File: src/rtl/mem_arbiter.sv
// -----------------------------------------------------------------------------
// mem_arbiter
//
// Two-requester round-robin arbiter in front of a single-outstanding memory
// port. Requester 0 is the cpu, requester 1 is the loader. A winner is picked
// in IDLE, its command is latched and held on the memory port for the whole
// BUSY phase, and the transaction ends either on mem_ready or after TIMEOUT
// BUSY cycles without it (abort, flagged with err).
//
// Parameters
//   TIMEOUT    BUSY cycles without mem_ready before abort; 0 disables timeout.
//
// Ports
//   clock              single clock, rising edge
//   reset              asynchronous, active-high reset
//   req0/req1          access requests
//   rw0/rw1            direction per requester: 1 = read, 0 = write
//   addr0/addr1        access addresses (32 bit)
//   wdata0/wdata1      write data (32 bit)
//   gnt0/gnt1          registered; high while that requester owns the bus
//   done0/done1        one-cycle completion pulse
//   err0/err1          one-cycle timeout pulse, coincident with done
//   rdata              read data of the last completed read
//   mem_valid/mem_rw/mem_addr/mem_wdata   memory command (held during BUSY)
//   mem_ready/mem_rdata                   memory completion and read data
// -----------------------------------------------------------------------------
module mem_arbiter #(
  parameter int TIMEOUT = 16
) (
  input  logic        clock,
  input  logic        reset,
  input  logic        req0,
  input  logic        req1,
  input  logic        rw0,
  input  logic        rw1,
  input  logic [31:0] addr0,
  input  logic [31:0] addr1,
  input  logic [31:0] wdata0,
  input  logic [31:0] wdata1,
  output logic        gnt0,
  output logic        gnt1,
  output logic        done0,
  output logic        done1,
  output logic        err0,
  output logic        err1,
  output logic [31:0] rdata,
  output logic        mem_valid,
  output logic        mem_rw,
  output logic [31:0] mem_addr,
  output logic [31:0] mem_wdata,
  input  logic        mem_ready,
  input  logic [31:0] mem_rdata
);

  typedef enum logic {
    IDLE = 1'b0,
    BUSY = 1'b1
  } state_t;

  // The counter only has to reach TIMEOUT-1 (the value seen during the last
  // allowed BUSY cycle).
  localparam int CW       = (TIMEOUT > 1) ? $clog2(TIMEOUT) : 1;
  localparam int CNT_LAST = (TIMEOUT > 0) ? TIMEOUT - 1 : 0;
  localparam logic [CW-1:0] CNT_LAST_V = CW'(CNT_LAST);
  localparam bit TIMEOUT_EN = (TIMEOUT > 0);

  state_t        state_q,     state_d;
  logic          last_q,      last_d;      // 1: requester 1 was granted last
  logic [CW-1:0] cnt_q,       cnt_d;
  logic          gnt0_q,      gnt0_d;
  logic          gnt1_q,      gnt1_d;
  logic          done0_q,     done0_d;
  logic          done1_q,     done1_d;
  logic          err0_q,      err0_d;
  logic          err1_q,      err1_d;
  logic          mem_valid_q, mem_valid_d;
  logic          mem_rw_q,    mem_rw_d;
  logic [31:0]   mem_addr_q,  mem_addr_d;
  logic [31:0]   mem_wdata_q, mem_wdata_d;
  logic [31:0]   rdata_q,     rdata_d;

  logic          pick1;     // requester 1 wins this arbitration
  logic          finish;    // transaction ends on this edge
  logic          timed_out; // transaction ends by abort on this edge

  // ---------------------------------------------------------------------------
  // Next-state and output logic
  // ---------------------------------------------------------------------------
  always_comb begin
    // NOTE: every variable gets a default first so no path leaves one
    // unassigned; an unassigned path in always_comb would infer a latch.
    state_d     = state_q;
    last_d      = last_q;
    cnt_d       = cnt_q;
    gnt0_d      = gnt0_q;
    gnt1_d      = gnt1_q;
    done0_d     = 1'b0;
    done1_d     = 1'b0;
    err0_d      = 1'b0;
    err1_d      = 1'b0;
    mem_valid_d = mem_valid_q;
    mem_rw_d    = mem_rw_q;
    mem_addr_d  = mem_addr_q;
    mem_wdata_d = mem_wdata_q;
    rdata_d     = rdata_q;
    pick1       = 1'b0;
    finish      = 1'b0;
    timed_out   = 1'b0;

    unique case (state_q)
      IDLE: begin
        // mem_ready is deliberately not looked at here.
        if (req0 || req1) begin
          // Requester 1 wins when alone, or when both ask and 0 went last.
          pick1       = req1 && (!req0 || !last_q);
          gnt0_d      = !pick1;
          gnt1_d      = pick1;
          mem_valid_d = 1'b1;
          mem_rw_d    = pick1 ? rw1    : rw0;
          mem_addr_d  = pick1 ? addr1  : addr0;
          mem_wdata_d = pick1 ? wdata1 : wdata0;
          cnt_d       = '0;
          state_d     = BUSY;
        end
      end

      BUSY: begin
        // mem_ready is checked first so it wins over a coincident timeout.
        if (mem_ready) begin
          finish = 1'b1;
          if (mem_rw_q) begin
            rdata_d = mem_rdata;
          end
        end else if (TIMEOUT_EN && (cnt_q == CNT_LAST_V)) begin
          finish    = 1'b1;
          timed_out = 1'b1;
        end else if (TIMEOUT_EN) begin
          cnt_d = cnt_q + CW'(1);
        end

        if (finish) begin
          done0_d     = gnt0_q;
          done1_d     = gnt1_q;
          err0_d      = timed_out && gnt0_q;
          err1_d      = timed_out && gnt1_q;
          last_d      = gnt1_q;
          gnt0_d      = 1'b0;
          gnt1_d      = 1'b0;
          mem_valid_d = 1'b0;
          cnt_d       = '0;
          state_d     = IDLE;
        end
      end

      default: state_d = IDLE;
    endcase
  end

  // ---------------------------------------------------------------------------
  // State register
  // ---------------------------------------------------------------------------
  // NOTE: reset is asynchronous and clears every flop, so a transaction in
  // flight is dropped immediately and leaves no done/err pulse behind.
  always_ff @(posedge clock or posedge reset) begin
    if (reset) begin
      state_q     <= IDLE;
      last_q      <= 1'b1;  // requester 0 gets first priority after reset
      cnt_q       <= '0;
      gnt0_q      <= 1'b0;
      gnt1_q      <= 1'b0;
      done0_q     <= 1'b0;
      done1_q     <= 1'b0;
      err0_q      <= 1'b0;
      err1_q      <= 1'b0;
      mem_valid_q <= 1'b0;
      mem_rw_q    <= 1'b0;
      mem_addr_q  <= '0;
      mem_wdata_q <= '0;
      rdata_q     <= '0;
    end else begin
      // NOTE: non-blocking assignments so every flop samples the values from
      // before this edge, independent of statement order.
      state_q     <= state_d;
      last_q      <= last_d;
      cnt_q       <= cnt_d;
      gnt0_q      <= gnt0_d;
      gnt1_q      <= gnt1_d;
      done0_q     <= done0_d;
      done1_q     <= done1_d;
      err0_q      <= err0_d;
      err1_q      <= err1_d;
      mem_valid_q <= mem_valid_d;
      mem_rw_q    <= mem_rw_d;
      mem_addr_q  <= mem_addr_d;
      mem_wdata_q <= mem_wdata_d;
      rdata_q     <= rdata_d;
    end
  end

  assign gnt0      = gnt0_q;
  assign gnt1      = gnt1_q;
  assign done0     = done0_q;
  assign done1     = done1_q;
  assign err0      = err0_q;
  assign err1      = err1_q;
  assign rdata     = rdata_q;
  assign mem_valid = mem_valid_q;
  assign mem_rw    = mem_rw_q;
  assign mem_addr  = mem_addr_q;
  assign mem_wdata = mem_wdata_q;

endmodule

File: config.mk
export PLATFORM = sky130hd
export DESIGN_NAME = mem_arbiter
export DESIGN_NICKNAME = d
export VERILOG_FILES = /design/src/rtl/mem_arbiter.sv
export SDC_FILE = /design/constraint.sdc
export NUM_CORES = 1
export LEC_CHECK = 0
export BUFFER_PORTS_ARGS = -buffer_cell sky130_fd_sc_hd__buf_2
export CORE_MARGIN = 2
export CORE_UTILIZATION = 39
export CTS_CLUSTER_SIZE = 28
export DETAILED_ROUTE_END_ITERATION = 8
export PLACE_DENSITY_LB_ADDON = 0.12
export RECOVER_POWER = 50
export REMOVE_ABC_BUFFERS = 1
export SLEW_MARGIN = 20
export SYNTH_ARGS = -nofsm -noshare
export SYNTH_HDL_FRONTEND = slang
export SYNTH_SLANG_ARGS = --single-unit
File: constraint.sdc
create_clock -name clock -period 3.6 [get_ports clock]
set_input_delay 0.72 -clock clock [delete_from_list [all_inputs] [get_ports clock]]
set_output_delay 0.72 -clock clock [all_outputs]
set_load 0.02 [all_outputs]
==> flow_summary.json <==
{
  "crit_start": "state_q",
  "drt.antenna.violating_nets": 0,
  "postSynthAreaPerCell_um2": 13.64,
  "cts_tree": "yes",
  "multi_input_area_um2": 1650,
  "synth_top_area_share_pct": 59.71,
  "yosys.area.top_type": "dfrtp_1",
  "gr-total-overflow": 0,
  "area.sequential_um2": 2754,
  "synth_commonest_cells": "109 x dfrtp_1, 65 x a221o_1, 62 x and2_1",
  "critPathMaxFanout": 32,
  "slew_headroom_pct": -10.02,
  "reg2reg_to": "rdata[30]",
  "dieArea_um2": 12590,
  "clock_latency_ns": 0.34,
  "r2r_start": "state_q",
  "cts_resized": 0,
  "drtIter0Drc": 212,
  "area_delta_synth_final_pct": 37.39,
  "fillCellCount": 1043,
  "start_kind": "flip-flop",
  "via_count": 3755,
  "reg2regPathDepth": 3,
  "syn-instance-count": 335,
  "critPathMaxStageDelay_ns": 1.19,
  "finalPower_mw": 4.352,
  "start_util_pct": 40.01,
  "dp_hpwl_um": 9332,
  "finalWirelength_um": 12600,
  "diodes": 0,
  "cp_num_buf_inv": 1,
  "cts_max_level": 3,
  "gp_congestion": 0.7638,
  "crit_path_end": "rdata[30]",
  "grt_pass1_vias": 3989,
  "worst-path-stages": 3,
  "skew_ns": 0.005694,
  "nNetsFinal": 765,
  "vdd_drop_max_mv": 0.4312,
  "clock_power_share_pct": 22.9,
  "crit_type": "reg -> reg",
  "fin_crit_ns": 2.375,
  "drc": 0,
  "antenna_found_initial": 0,
  "yosysSeqAreaShare_pct": 60.28,
  "crit_chain": "nand3_1, clkbuf_1, mux2_2",
  "synth_seq_cells": 110,
  "cp_top_family": "buffers and inverters",
  "synth-edff-count": 0,
  "port_buffers": 270,
  "core_um2": 11420,
  "endpoint_kind": "flip-flop",
  "power.density_nw_per_um2": 693.5,
  "pin_count": 271,
  "maxSlewViolCount": 33,
  "synth_warnings": 0,
  "async_reset_ff_share_pct": 100.0,
  "die_w_um": 112.2,
  "dpl_cell_area_um2": 6001,
  "cts_buffers": 9,
  "avgRoutedWirePerCell_um": 16.91,
  "synth_area_um2": 4568,
  "violations": "max-capacitance violations, max-slew violations",
  "numPlacedInstances": 729,
  "postLayoutCellArea_um2": 6276,
  "fin_crit_sh_pct": 65.98,
  "hold_viol": 0,
  "arrival_ns": 2.59,
  "viasPerCell": 5.040,
  "run_status": "complete, but fails checks",
  "fp.dieH_um": 112.2,
  "tightest_slew_ns": 1.650,
  "switching_share_pct": 34.59,
  "grt_max_degree": 67,
  "drt_pass1_iterations": 4,
  "power_leakage_nw": 3.233,
  "synthFlopType": "dfrtp_1",
  "max_freq_mhz": 421.0,
  "crit_slowest_cell": "clkbuf_1",
  "root_buffer": "clkbuf_16",
  "rows": 39,
  "holdBufCountCts": 0,
  "synthTopCellsByArea": "dfrtp_1 60%, a221o_1 14%, and2_1 8.5%",
  "seq_power_share_pct": 41.3,
  "p_comb_share_pct": 35.8,
  "post_cts_buffers": 0,
  "required_ns": 3.82,
  "final_cells": 745,
  "synth_most_common_cell": "dfrtp_1",
  "setup_viol": 0,
  "rrSetupSlack_ns": 1.22,
  "synth_cell_types": 30,
  "rsz0062_at_grt": "no",
  "p_int_mw": 2.847,
  "cts_buffer_depth": 2,
  "p_sw_mw": 1.505,
  "clkSinkCount": 110,
  "maxCapViolations": 1,
  "clkTransAtPathRegs_ns": 0.07,
  "hold_class": "reg -> reg",
  "grtUsageTotal_pct": 20.08,
  "drive_gt1_share_pct": 52.33,
  "grt_pass1_wl_um": 20130
}
-- power groups by stage --
stage	clock network, mW	registers [mW]	logic (mW)
2_1_floorplan	0	2.27	0.510
3_3_place_gp	0	1.80	1.56
3_5_place_dp	0	1.81	1.60
4_1_cts	1.02	1.80	1.59
5_1_grt	1.07	1.85	1.67
6_report	0.997	1.80	1.56
-- sequential cells by signal (all words and copies together) (netlist names) --
name and cells:
mem_addr 32, mem_wdata 32, rdata 32, cnt_q 4, done0 1, done1 1, err0 1, err1 1
gnt0 1, gnt1 1, last_q 1, mem_rw 1, mem_valid 1, state_q 1
-- layer usage --
metal	GRT usage, %	share of wire [%]	up-vias
met1	24.92	40	1804
met2	33.94	49	173
li1	-	-	1760
met3	5.022	8.4	18
met5	0	0	-
met4	7.724	1.9	0
-- cells in the final DEF (no fill, tap or decap), drive strengths merged, types with 4 or more instances in the layout --
master  Yosys  routed
inv         5       5
dfrtp     109     109
and2       67      67
mux2       33      33
clkbuf      9      27
nand2       4       4
buf        16     261
o21ai       5       5
a221o      65      65
-- logic make-up (layout without fill, tap and decap cells) --
family          count (synthesis)  count (layout)  synth area share, %
compound gates                 78              78                16.35
xor+xnor                        1               1               0.1918
fa+ha+maj                       1               1               0.2739
buf+inv                        30             297                3.862
flops                         110             110                60.29
mux                            33              33                8.135
simple gates                   82              82                10.90
-- worst register-to-register path: stages, from the launching register on --
cell	delay [ns]
dfrtp_1	0.49
nand3_1	0.11
clkbuf_1	1.19
mux2_2	0.47
-- per-stage QoR --
stage / hold WS (ns) / utilization (%) / setup TNS (ns) / setup slack, ns
floorplan: 0.4637 / - / -88.12 / -1.307
global placement: 0.4809 / 52.55 / 0 / 1.284
finish: 0.5014 / 54.96 / 0 / 1.225
global route: 0.5233 / 54.96 / 0 / 1.005
detailed placement: 0.4892 / 52.55 / 0 / 1.227
CTS: 0.5041 / 55.19 / 0 / 1.580
-- worst min-delay path by stage --
stage                         start        end  slack [ns]  cells after the start
after floorplan            cnt_q[2]   cnt_q[2]        0.46                      1
after global placement    rdata[28]  rdata[28]        0.48                      1
after detailed placement  rdata[24]  rdata[24]        0.49                      1
after CTS                 rdata[29]  rdata[29]        0.50                      1
after global routing      rdata[24]  rdata[24]        0.52                      1
final                      rdata[0]   rdata[0]        0.50                      1
-- final cells by class --
class                           instances  share of cell area, %
Clock buffer                           12                  4.087
Clock inverter                          4                 0.7177
Inverter                                5                 0.3389
Multi-Input combinational cell        195                  26.30
Sequential cell                       110                  43.88
Tap cell                              143                  2.851
Timing Repair Buffer                  276                  21.83
Note: power is estimated with default switching activity, not from simulation.
